### src/rtl/adp_bscan_engine_pkg.sv
// Shared types and constants for the boundary-scan engine and its cells.
package adp_bscan_engine_pkg;

  localparam int unsigned NUM_BOUNDARY_CELLS = 49;

  typedef enum logic [1:0] {
    OP_SAMPLE  = 2'd0,
    OP_PRELOAD = 2'd1,
    OP_EXTEST  = 2'd2,
    OP_CLEAR   = 2'd3
  } adp_bscan_op_t;

  typedef enum logic [1:0] {
    CELL_IN  = 2'd0,
    CELL_OUT = 2'd1,
    CELL_TRI = 2'd2
  } adp_bscan_cell_t;

  typedef enum logic [2:0] {
    ST_IDLE    = 3'd0,
    ST_CAPTURE = 3'd1,
    ST_SHIFT   = 3'd2,
    ST_UPDATE  = 3'd3,
    ST_CLEAR   = 3'd4,
    ST_RESP    = 3'd5
  } adp_bscan_state_t;

  // Update-latch reset value: only TRI cells start disabled; anything else (incl. illegal) is 0.
  function automatic logic cell_reset_val(input logic [1:0] cell_type, input logic tri_safe);
    return (cell_type == 2'(CELL_TRI)) ? tri_safe : 1'b0;
  endfunction

endpackage

### src/rtl/adp_bscan_engine_cell.sv
// One boundary cell: shift flop, update latch and functional/test output mux.
module adp_bscan_cell
  import adp_bscan_engine_pkg::*;
#(
  parameter logic [1:0] CELL_TYPE = 2'(CELL_IN),
  parameter logic       SAFE_VAL  = 1'b1
) (
  input  logic clk,
  input  logic rst_n,
  input  logic test_mode,
  input  logic capture_en,
  input  logic shift_en,
  input  logic update_en,
  input  logic clear_en,
  input  logic shift_in,
  input  logic func_in,
  output logic scan_out,
  output logic func_out
);

  localparam logic UR_RST = cell_reset_val(CELL_TYPE, SAFE_VAL);

  if (CELL_TYPE == 2'd3) begin : g_illegal_type
    $warning("adp_bscan_cell: illegal cell type 3, behaves as IN");
  end

  logic sr_q, sr_d;
  logic ur_q, ur_d;

  always_comb begin
    sr_d = sr_q;
    ur_d = ur_q;
    if (clear_en) begin
      sr_d = 1'b0;
      ur_d = UR_RST;
    end else begin
      if (capture_en)    sr_d = func_in;
      else if (shift_en) sr_d = shift_in;
      if (update_en)     ur_d = sr_q;
    end
  end

  always_ff @(posedge clk or negedge rst_n) begin
    if (!rst_n) begin
      sr_q <= 1'b0;
      ur_q <= UR_RST;
    end else begin
      sr_q <= sr_d;
      ur_q <= ur_d;
    end
  end

  assign scan_out = sr_q;
  assign func_out = test_mode ? ur_q : func_in;

endmodule

### src/rtl/adp_bscan_engine.sv
// Boundary-scan chain with on-chip capture/shift/update sequencer and valid/ready command/response.
module adp_bscan_engine
  import adp_bscan_engine_pkg::*;
#(
  parameter int unsigned              NUM_CELLS  = NUM_BOUNDARY_CELLS,
  parameter logic [2*NUM_CELLS-1:0]   CELL_TYPES = '0,
  parameter logic                     TRI_SAFE   = 1'b1
) (
  input  logic                 adp_bscan_clk,
  input  logic                 adp_bscan_rst_n,
  input  logic                 test_mode,
  input  logic                 cmd_valid,
  output logic                 cmd_ready,
  input  adp_bscan_op_t        cmd_op,
  input  logic [NUM_CELLS-1:0] cmd_data,
  output logic                 rsp_valid,
  input  logic                 rsp_ready,
  output logic [NUM_CELLS-1:0] rsp_data,
  output logic                 busy,
  output logic                 scan_so,
  input  logic [NUM_CELLS-1:0] func_in,
  output logic [NUM_CELLS-1:0] func_out
);

  localparam int unsigned CNT_W = $clog2(NUM_CELLS + 1);

  if (NUM_CELLS < 2) begin : g_bad_num_cells
    $error("adp_bscan_engine: NUM_CELLS must be >= 2");
  end

  adp_bscan_state_t     state_q, state_d;
  adp_bscan_op_t        op_q, op_d;
  logic [NUM_CELLS-1:0] pat_q, pat_d;
  logic [NUM_CELLS-1:0] out_q, out_d;
  logic [CNT_W-1:0]     cnt_q, cnt_d;
  logic                 cmd_ready_q, cmd_ready_d;
  logic                 rsp_valid_q, rsp_valid_d;
  logic                 busy_q, busy_d;

  logic                 cap_en, shift_en, upd_en, clr_en;
  logic [NUM_CELLS-1:0] sr;
  logic [NUM_CELLS-1:0] chain_in;

  // Pattern enters at the top cell; the chain moves toward cell 0 (LSB out first).
  assign chain_in = {pat_q[0], sr[NUM_CELLS-1:1]};

  always_comb begin
    state_d     = state_q;
    op_d        = op_q;
    pat_d       = pat_q;
    out_d       = out_q;
    cnt_d       = cnt_q;
    rsp_valid_d = rsp_valid_q;
    cap_en      = 1'b0;
    shift_en    = 1'b0;
    upd_en      = 1'b0;
    clr_en      = 1'b0;

    case (state_q)
      ST_IDLE: begin
        if (cmd_valid && cmd_ready_q) begin
          op_d  = cmd_op;
          pat_d = cmd_data;
          cnt_d = '0;
          case (cmd_op)
            OP_SAMPLE:  state_d = ST_CAPTURE;
            OP_PRELOAD: state_d = ST_SHIFT;
            OP_EXTEST:  state_d = ST_CAPTURE;
            OP_CLEAR:   state_d = ST_CLEAR;
            default:    state_d = ST_IDLE;
          endcase
        end
      end
      ST_CAPTURE: begin
        cap_en  = 1'b1;
        state_d = ST_SHIFT;
      end
      ST_SHIFT: begin
        shift_en = 1'b1;
        pat_d    = pat_q >> 1;
        out_d    = {sr[0], out_q[NUM_CELLS-1:1]};
        cnt_d    = cnt_q + CNT_W'(1);
        if (cnt_q == CNT_W'(NUM_CELLS - 1)) begin
          if (op_q == OP_SAMPLE) begin
            state_d     = ST_RESP;
            rsp_valid_d = 1'b1;
          end else begin
            state_d = ST_UPDATE;
          end
        end
      end
      ST_UPDATE: begin
        upd_en      = 1'b1;
        state_d     = ST_RESP;
        rsp_valid_d = 1'b1;
      end
      ST_CLEAR: begin
        clr_en      = 1'b1;
        out_d       = '0;
        state_d     = ST_RESP;
        rsp_valid_d = 1'b1;
      end
      ST_RESP: begin
        if (rsp_ready) begin
          state_d     = ST_IDLE;
          rsp_valid_d = 1'b0;
        end
      end
      default: state_d = ST_IDLE;
    endcase

    cmd_ready_d = (state_d == ST_IDLE);
    busy_d      = (state_d != ST_IDLE);
  end

  always_ff @(posedge adp_bscan_clk or negedge adp_bscan_rst_n) begin
    if (!adp_bscan_rst_n) begin
      state_q     <= ST_IDLE;
      op_q        <= OP_SAMPLE;
      pat_q       <= '0;
      out_q       <= '0;
      cnt_q       <= '0;
      cmd_ready_q <= 1'b0;
      rsp_valid_q <= 1'b0;
      busy_q      <= 1'b0;
    end else begin
      state_q     <= state_d;
      op_q        <= op_d;
      pat_q       <= pat_d;
      out_q       <= out_d;
      cnt_q       <= cnt_d;
      cmd_ready_q <= cmd_ready_d;
      rsp_valid_q <= rsp_valid_d;
      busy_q      <= busy_d;
    end
  end

  for (genvar i = 0; i < NUM_CELLS; i++) begin : g_cell
    adp_bscan_cell #(
      .CELL_TYPE (CELL_TYPES[2*i +: 2]),
      .SAFE_VAL  (TRI_SAFE)
    ) u_cell (
      .clk        (adp_bscan_clk),
      .rst_n      (adp_bscan_rst_n),
      .test_mode  (test_mode),
      .capture_en (cap_en),
      .shift_en   (shift_en),
      .update_en  (upd_en),
      .clear_en   (clr_en),
      .shift_in   (chain_in[i]),
      .func_in    (func_in[i]),
      .scan_out   (sr[i]),
      .func_out   (func_out[i])
    );
  end

  assign cmd_ready = cmd_ready_q;
  assign rsp_valid = rsp_valid_q;
  assign rsp_data  = out_q;
  assign busy      = busy_q;
  assign scan_so   = sr[0];

endmodule

### config.mk
export PLATFORM = sky130hd
export DESIGN_NAME = adp_bscan_engine
export DESIGN_NICKNAME = d
export VERILOG_FILES = /design/src/rtl/adp_bscan_engine_pkg.sv /design/src/rtl/adp_bscan_engine_cell.sv /design/src/rtl/adp_bscan_engine.sv
export SDC_FILE = /design/constraint.sdc
export NUM_CORES = 1
export LEC_CHECK = 0
export ABC_AREA = 1
export ABC_CLOCK_PERIOD_IN_PS = 1940
export CORE_MARGIN = 4
export CORE_UTILIZATION = 34
export DETAILED_ROUTE_END_ITERATION = 16
export REMOVE_ABC_BUFFERS = 1
export SLEW_MARGIN = 20
export SYNTH_ARGS = -nofsm -noshare
export SYNTH_HDL_FRONTEND = slang
export SYNTH_SLANG_ARGS = --single-unit
### constraint.sdc
create_clock -name adp_bscan_clk -period 1.94 [get_ports adp_bscan_clk]
set_input_delay 0.388 -clock adp_bscan_clk [delete_from_list [all_inputs] [get_ports adp_bscan_clk]]
set_output_delay 0.388 -clock adp_bscan_clk [all_outputs]
set_load 0.1 [all_outputs]
==> metrics.cfg, run 1 <==
[global_routing]
grt_max_degree=64
grt_overflow=0
grt_pass1_wl_mm=40.85
grt_pass1_vias=7772
antenna_found_initial=1
grt_usage_pct=16.01

[power_and_ir_drop]
swShare_pct=44.91
p_leak_nw=5.895
p_sw_mw=10.23
p_clk_share_pct=20.3
ir_worst_vdd_mv=0.9297
p_per_area_nw_per_um2=1772
seq_power_share_pct=29.4
p_comb_share_pct=50.3
p_int_mw=12.55

[synth]
synth_ff_type=dfrtp_1
synth.distinct_cells=23
ys_top_cells_by_count=dfrtp_1, o22ai_1, inv_1, nor2_1, nand2_1
synth_edf_count=0
synth_compound_area_share_pct=18.82
synth_top_area_share_pct=55.52
ys_warn_count=0
ys_seq_area_share_pct=55.52
synth_top_family_by_area=compound AO/OA/AOI/OAI gates
synth_seq_cells=210
synthAdderAreaFrac_pct=0.2644
yosysTopAreaCell=dfrtp_1
synth_area_um2=9465
synth.most_common_cell=dfrtp_1
netlist_instances=1066
synthArstFlopShare_pct=100.0
synth_area_leaders=dfrtp_1, o22ai_1, inv_1
synth-xor-area-share_pct=0
yosys-mux-area-fraction_pct=0
synth.avg_cell_area_um2=8.879
synthSimpleGateAreaFrac_pct=11.02

[die]
die_w_um=174.9
core_area_um2=27180
ios=207
rows=60
dieArea_um2=30570
die_h_um=174.9
start_util_pct=34.83

[clock_network]
clock-root-buffer=clkbuf_16
path_clk_slew_ps=60
cts_buffers=24
postCtsSetupBuffers=0
clock_latency_ps=510
cts_tree=built
cts_sinks=210
max-clock-path-buffers=3
cts_max_level=1

[run]
drv_cap=0

[detailed_routing]
post-route-drc-count=0
drtIter0Drc=550
wire_per_inst_um=15.68
antenna_left=0
viasPerCell=4.818
wirelength_mm=25.03
vias=7690
firstDrtPassIters=5

[sta]
drv_slew=0
min_period_ps=1797
rsz0062_at_grt=false
tightest_slew_ps=514.7
holdWs_ps=428.7
setup_viol=0
fin_crit_sh_pct=92.62
slew-limit-headroom_pct=65.69
finClkSkew_ps=8.909
setup_ws_ps=143.2
fmax_mhz=556.6
hold_viol_final=0

[finish]
area_growth_pct=35.86
num_antenna_cells=0
final_area_um2=12860
drive_gt1_share_pct=14.71
nets=1313

[placed_design]
place_area_um2=12030
place.gp.congestion=0.7983
dp_hpwl_mm=16.77
portBuffers=206
dpl_worst_slack_ps=121.6

[worst_setup_path]
required_ps=1550
path_cells=clkdlybuf4s50_1 > nor2_1 > a21oi_1 > buf_12
max_stage_delay_ps=500
cp_slowest_cell=clkdlybuf4s50_1
worst_setup_path_end_kind=output pin
start_kind=input pin
arrival_ps=1410
path_class=input pin to output pin
path_max_fanout=2

[min_path]
hp-class=input pin to asynchronous set/reset pin

[status]
outcome=finished, final reports clean

[logic make-up (layout without fill, tap and decap cells)]
family / count (synthesis) / in the layout
buffers and inverters: 282 / 440
adder cells (fa/ha/maj): 2 / 2
AO/OA/AOI/OAI: 307 / 307
flip-flops: 210 / 210
AND/OR/NAND/NOR: 265 / 265
[flip-flops by register name, indices dropped and copies added (netlist names)]
signal                  cells
pat_q                      49
cmd_ready                   1
rsp_data                   49
op_q                        2
busy                        1
g_cell.u_cell.scan_out     49
state_q                     3
rsp_valid                   1
g_cell.u_cell.ur_q         49
cnt_q                       6
[path summary, 6_finish.rpt]
kind                                   startpoint                                 end  slack (ps)  cells past startpoint
setup reg to reg             state_q[1]$_DFF_PN0_               pat_q[37]$_DFFE_PN0P_         300                      7
min in group adp_bscan_clk           cmd_data[48]               pat_q[48]$_DFFE_PN0P_         430                      3
hold reg to reg             pat_q[48]$_DFFE_PN0P_               pat_q[48]$_DFFE_PN0P_         480                      2
max in group asynchronous         adp_bscan_rst_n               pat_q[47]$_DFFE_PN0P_         900                      3
hold / removal                    adp_bscan_rst_n  g_cell[11].u_cell.ur_q$_DFFE_PN0P_         430                      2
setup / recovery                      func_in[29]                        func_out[29]         140                      4
[worst max-delay path: cells and delay by family]
family | cells | cell delay, ps
AOI/OAI and AO/OA | 1 | 250
buffers and inverters | 2 | 720
and+or+nand+nor | 1 | 50
[layout by cell type, fill, tap and decap left out, types with 4 or more instances in the layout]
master             n
a21oi_1           52
buf_12            67
buf_4             59
clkbuf_1           6
clkbuf_16         25
clkbuf_8           7
clkdlybuf4s50_1  102
clkinv_2           5
dfrtp_1          210
inv_1            161
nand2_1           85
nand2_2            4
nand3_1            8
nor2_1           161
o21ai_0           59
o22ai_1          194
[cell type report]
class | count | area (um^2)
multi-input cells | 574 | 2868
well taps | 372 | 465.4
inverters | 165 | 621.8
flip-flops and latches | 210 | 5255
clock buffers | 37 | 730.7
fillers | 2613 | 14320
clock inverters | 7 | 85.08
repair buffers | 231 | 2834
[metal layers]
layer	up-vias	global-route usage (%)	share of wire [%]
met2	245	25.21	45
met5	-	0	0.052
met1	3644	22.02	45
li1	3767	-	-
met4	2	3.175	1.4
met3	32	5.019	8.4
[through the flow]
stage,power (mW),cells,utilization (%),TNS (ps)
2_1_floorplan,14.36,949,-,-166110
3_3_place_gp,18.13,1551,44.28,0
3_5_place_dp,18.33,1551,44.28,0
4_1_cts,23.04,1596,47.32,0
5_1_grt,24.25,1596,47.32,0
6_report,22.79,1596,47.32,0
[repair_timing]
item	CTS	global route
hold buffers	1	0
endpoints found under the hold margin	46	0
gates resized for setup	0	0
[power by group through the flow]
| stage | Clock [mW] | Combinational, mW | Sequential (mW) |
|---|---|---|---|
| 3_3_place_gp | 0 | 11.4 | 6.75 |
| 4_1_cts | 4.76 | 11.6 | 6.71 |
| 5_1_grt | 4.95 | 12.4 | 6.90 |
| 2_1_floorplan | 0 | 6.31 | 8.05 |
| 6_report | 4.63 | 11.5 | 6.70 |
| 3_5_place_dp | 0 | 11.5 | 6.78 |
Power figures use the tool's default switching activity.
==> run 2: changes to the inputs <==
--- a/config.mk
+++ b/config.mk
@@ -6,7 +6,7 @@
 export NUM_CORES = 1
 export LEC_CHECK = 0
 export ABC_AREA = 1
-export ABC_CLOCK_PERIOD_IN_PS = 1940
+export ABC_CLOCK_PERIOD_IN_PS = 2000
 export CORE_MARGIN = 4
 export CORE_UTILIZATION = 34
 export DETAILED_ROUTE_END_ITERATION = 16
==> constraint.sdc (replaced) <==
create_clock -name adp_bscan_clk -period 2 [get_ports adp_bscan_clk]
set_input_delay 0.4 -clock adp_bscan_clk [delete_from_list [all_inputs] [get_ports adp_bscan_clk]]
set_output_delay 0.4 -clock adp_bscan_clk [all_outputs]
set_load 0.02 [all_outputs]
==> metrics.cfg, run 2 (synthesis results as in run 1) <==
[status]
outcome=finished, final reports clean

[worst_setup_path]
path_class=register to output pin
path_max_fanout=2
critical-path-top-delay-family=buffers and inverters
worst_setup_path_end_kind=output pin
required_ps=1600
max_stage_delay_ps=660
cp_num_buf_inv=1
cp_slowest_cell=clkdlybuf4s50_1
start_kind=register
regToRegStartpoint=state_q[1]$_DFF_PN0_
path_cells=clkdlybuf4s50_1
critPathLaunch=rsp_data[0]$_DFFE_PN0P_
arrival_ps=1520

[clock_network]
cts_max_level=1
cts_buffers=25
cts_tree=built
clock-root-buffer=clkbuf_16
max-clock-path-buffers=3
path_clk_slew_ps=60
clock_latency_ps=510
postCtsSetupBuffers=0
cts_sinks=210

[placed_design]
dp_cells=1579
portBuffers=206
place_area_um2=11820
place.gp.congestion=0.7648
dpl_worst_slack_ps=-114.9
dp_hpwl_mm=17.07

[detailed_routing]
antenna_left=0
firstDrtPassIters=4
wire_per_inst_um=15.56
viasPerCell=4.823
vias=7832
wirelength_mm=25.26
post-route-drc-count=0
drtIter0Drc=432

[sta]
hold_viol_final=0
slew-limit-headroom_pct=70.36
drv_slew=0
rsz0062_at_grt=false
setup_viol=0
tightest_slew_ps=444.6
fin_crit_sh_pct=95.97
setup_ws_ps=80.61
fin_tns_setup_ps=0
fmax_mhz=521.0
finClkSkew_ps=9.846
min_period_ps=1919
holdWs_ps=426.7

[die]
core_area_um2=27180
die_w_um=174.9
start_util_pct=34.83
dieArea_um2=30570
die_h_um=174.9
rows=60
ios=207

[finish]
nets=1342
layout_commonest_cell=dfrtp_1
post_layout_nonfiller_instances=1624
finalCoreUtilization_pct=46.26
final_area_um2=12570
layout_common_cells=dfrtp_1, o22ai_1, inv_1, nor2_1, clkdlybuf4s50_1
drive_gt1_share_pct=8.227
num_antenna_cells=0
area_growth_pct=32.81

[global_routing]
grt_overflow=0
grt_pass1_vias=7848
grt_pass1_wl_mm=40.88
antenna_found_initial=0
grt_max_degree=71
grt_usage_pct=15.95

[power_and_ir_drop]
ir_worst_vdd_mv=0.6823
total_power_mw=18.74
p_leak_nw=5.738
p_per_area_nw_per_um2=1491

[min_path]
hp-class=input pin to asynchronous set/reset pin

[run]
drv_cap=0

==> run 2: cell types whose count changed in the layout (fill, tap and decap cells not counted), sizes merged <==
cell	delta
clkinv	-4
inv	+1
dlymetal6s2s	+1
dlygate4sd2	+49
clkdlybuf4s50	+52
clkbuf	+3
buf	-74
clkinvlp	+1
bufinv	-1
==> run 2: path summary, 6_finish.rpt <==
path                                                           end  slack, ps  depth (start not counted)
min                         g_cell[10].u_cell.scan_out$_DFFE_PN0P_        430                          2
max in group asynchronous                    pat_q[24]$_DFFE_PN0P_        960                          3
min in group adp_bscan_clk                   pat_q[48]$_DFFE_PN0P_        450                          3
min reg2reg                                  rsp_valid$_DFFE_PN0P_        480                          2
max                                                    rsp_data[0]         80                          1
max reg2reg                  g_cell[0].u_cell.scan_out$_DFFE_PN0P_        370                          6
==> run 2: report_power, final <==
part	total, mW	switching [mW]	leakage, nW	internal, mW
Clock	4.37	1.72	0.386	2.66
Combinational	7.86	4.86	2.68	3.00
Sequential	6.51	0.631	2.68	5.87
==> run 2: what timing repair did <==
| item | CTS | global route |
|---|---|---|
| hold buffers | 1 | 0 |
| gates resized for setup | 49 | 1 |
| endpoints found under the hold margin | 42 | 0 |
| gates cloned | 0 | 0 |
| setup endpoints to repair | 49 | 1 |
==> run 2: final cells by class <==
type	count	area [um^2]
inverters	165	621.8
clock inverters	4	53.80
repair buffers	259	2565
clock buffers	40	742.0
fillers	2713	14610
flip-flops and latches	210	5255
multi-input cells	574	2868
well taps	372	465.4
==> run 2: metal layers <==
metal  vias up  GRT usage [%]  share of wire [%]
li1       3830              -                  -
met1      3730          21.23                 45
met2       228          24.72                 43
met3        44          6.231                9.8
met4         0          3.732                2.1
met5         -              0                  0
==> run 3: changes to the inputs <==
--- a/config.mk
+++ b/config.mk
@@ -6,7 +6,6 @@
 export NUM_CORES = 1
 export LEC_CHECK = 0
 export ABC_AREA = 1
-export ABC_CLOCK_PERIOD_IN_PS = 2000
 export CORE_MARGIN = 4
 export CORE_UTILIZATION = 34
 export DETAILED_ROUTE_END_ITERATION = 16
==> results of run 3 <==
The final DEF is identical to that of run 2; final timing and power are the same.
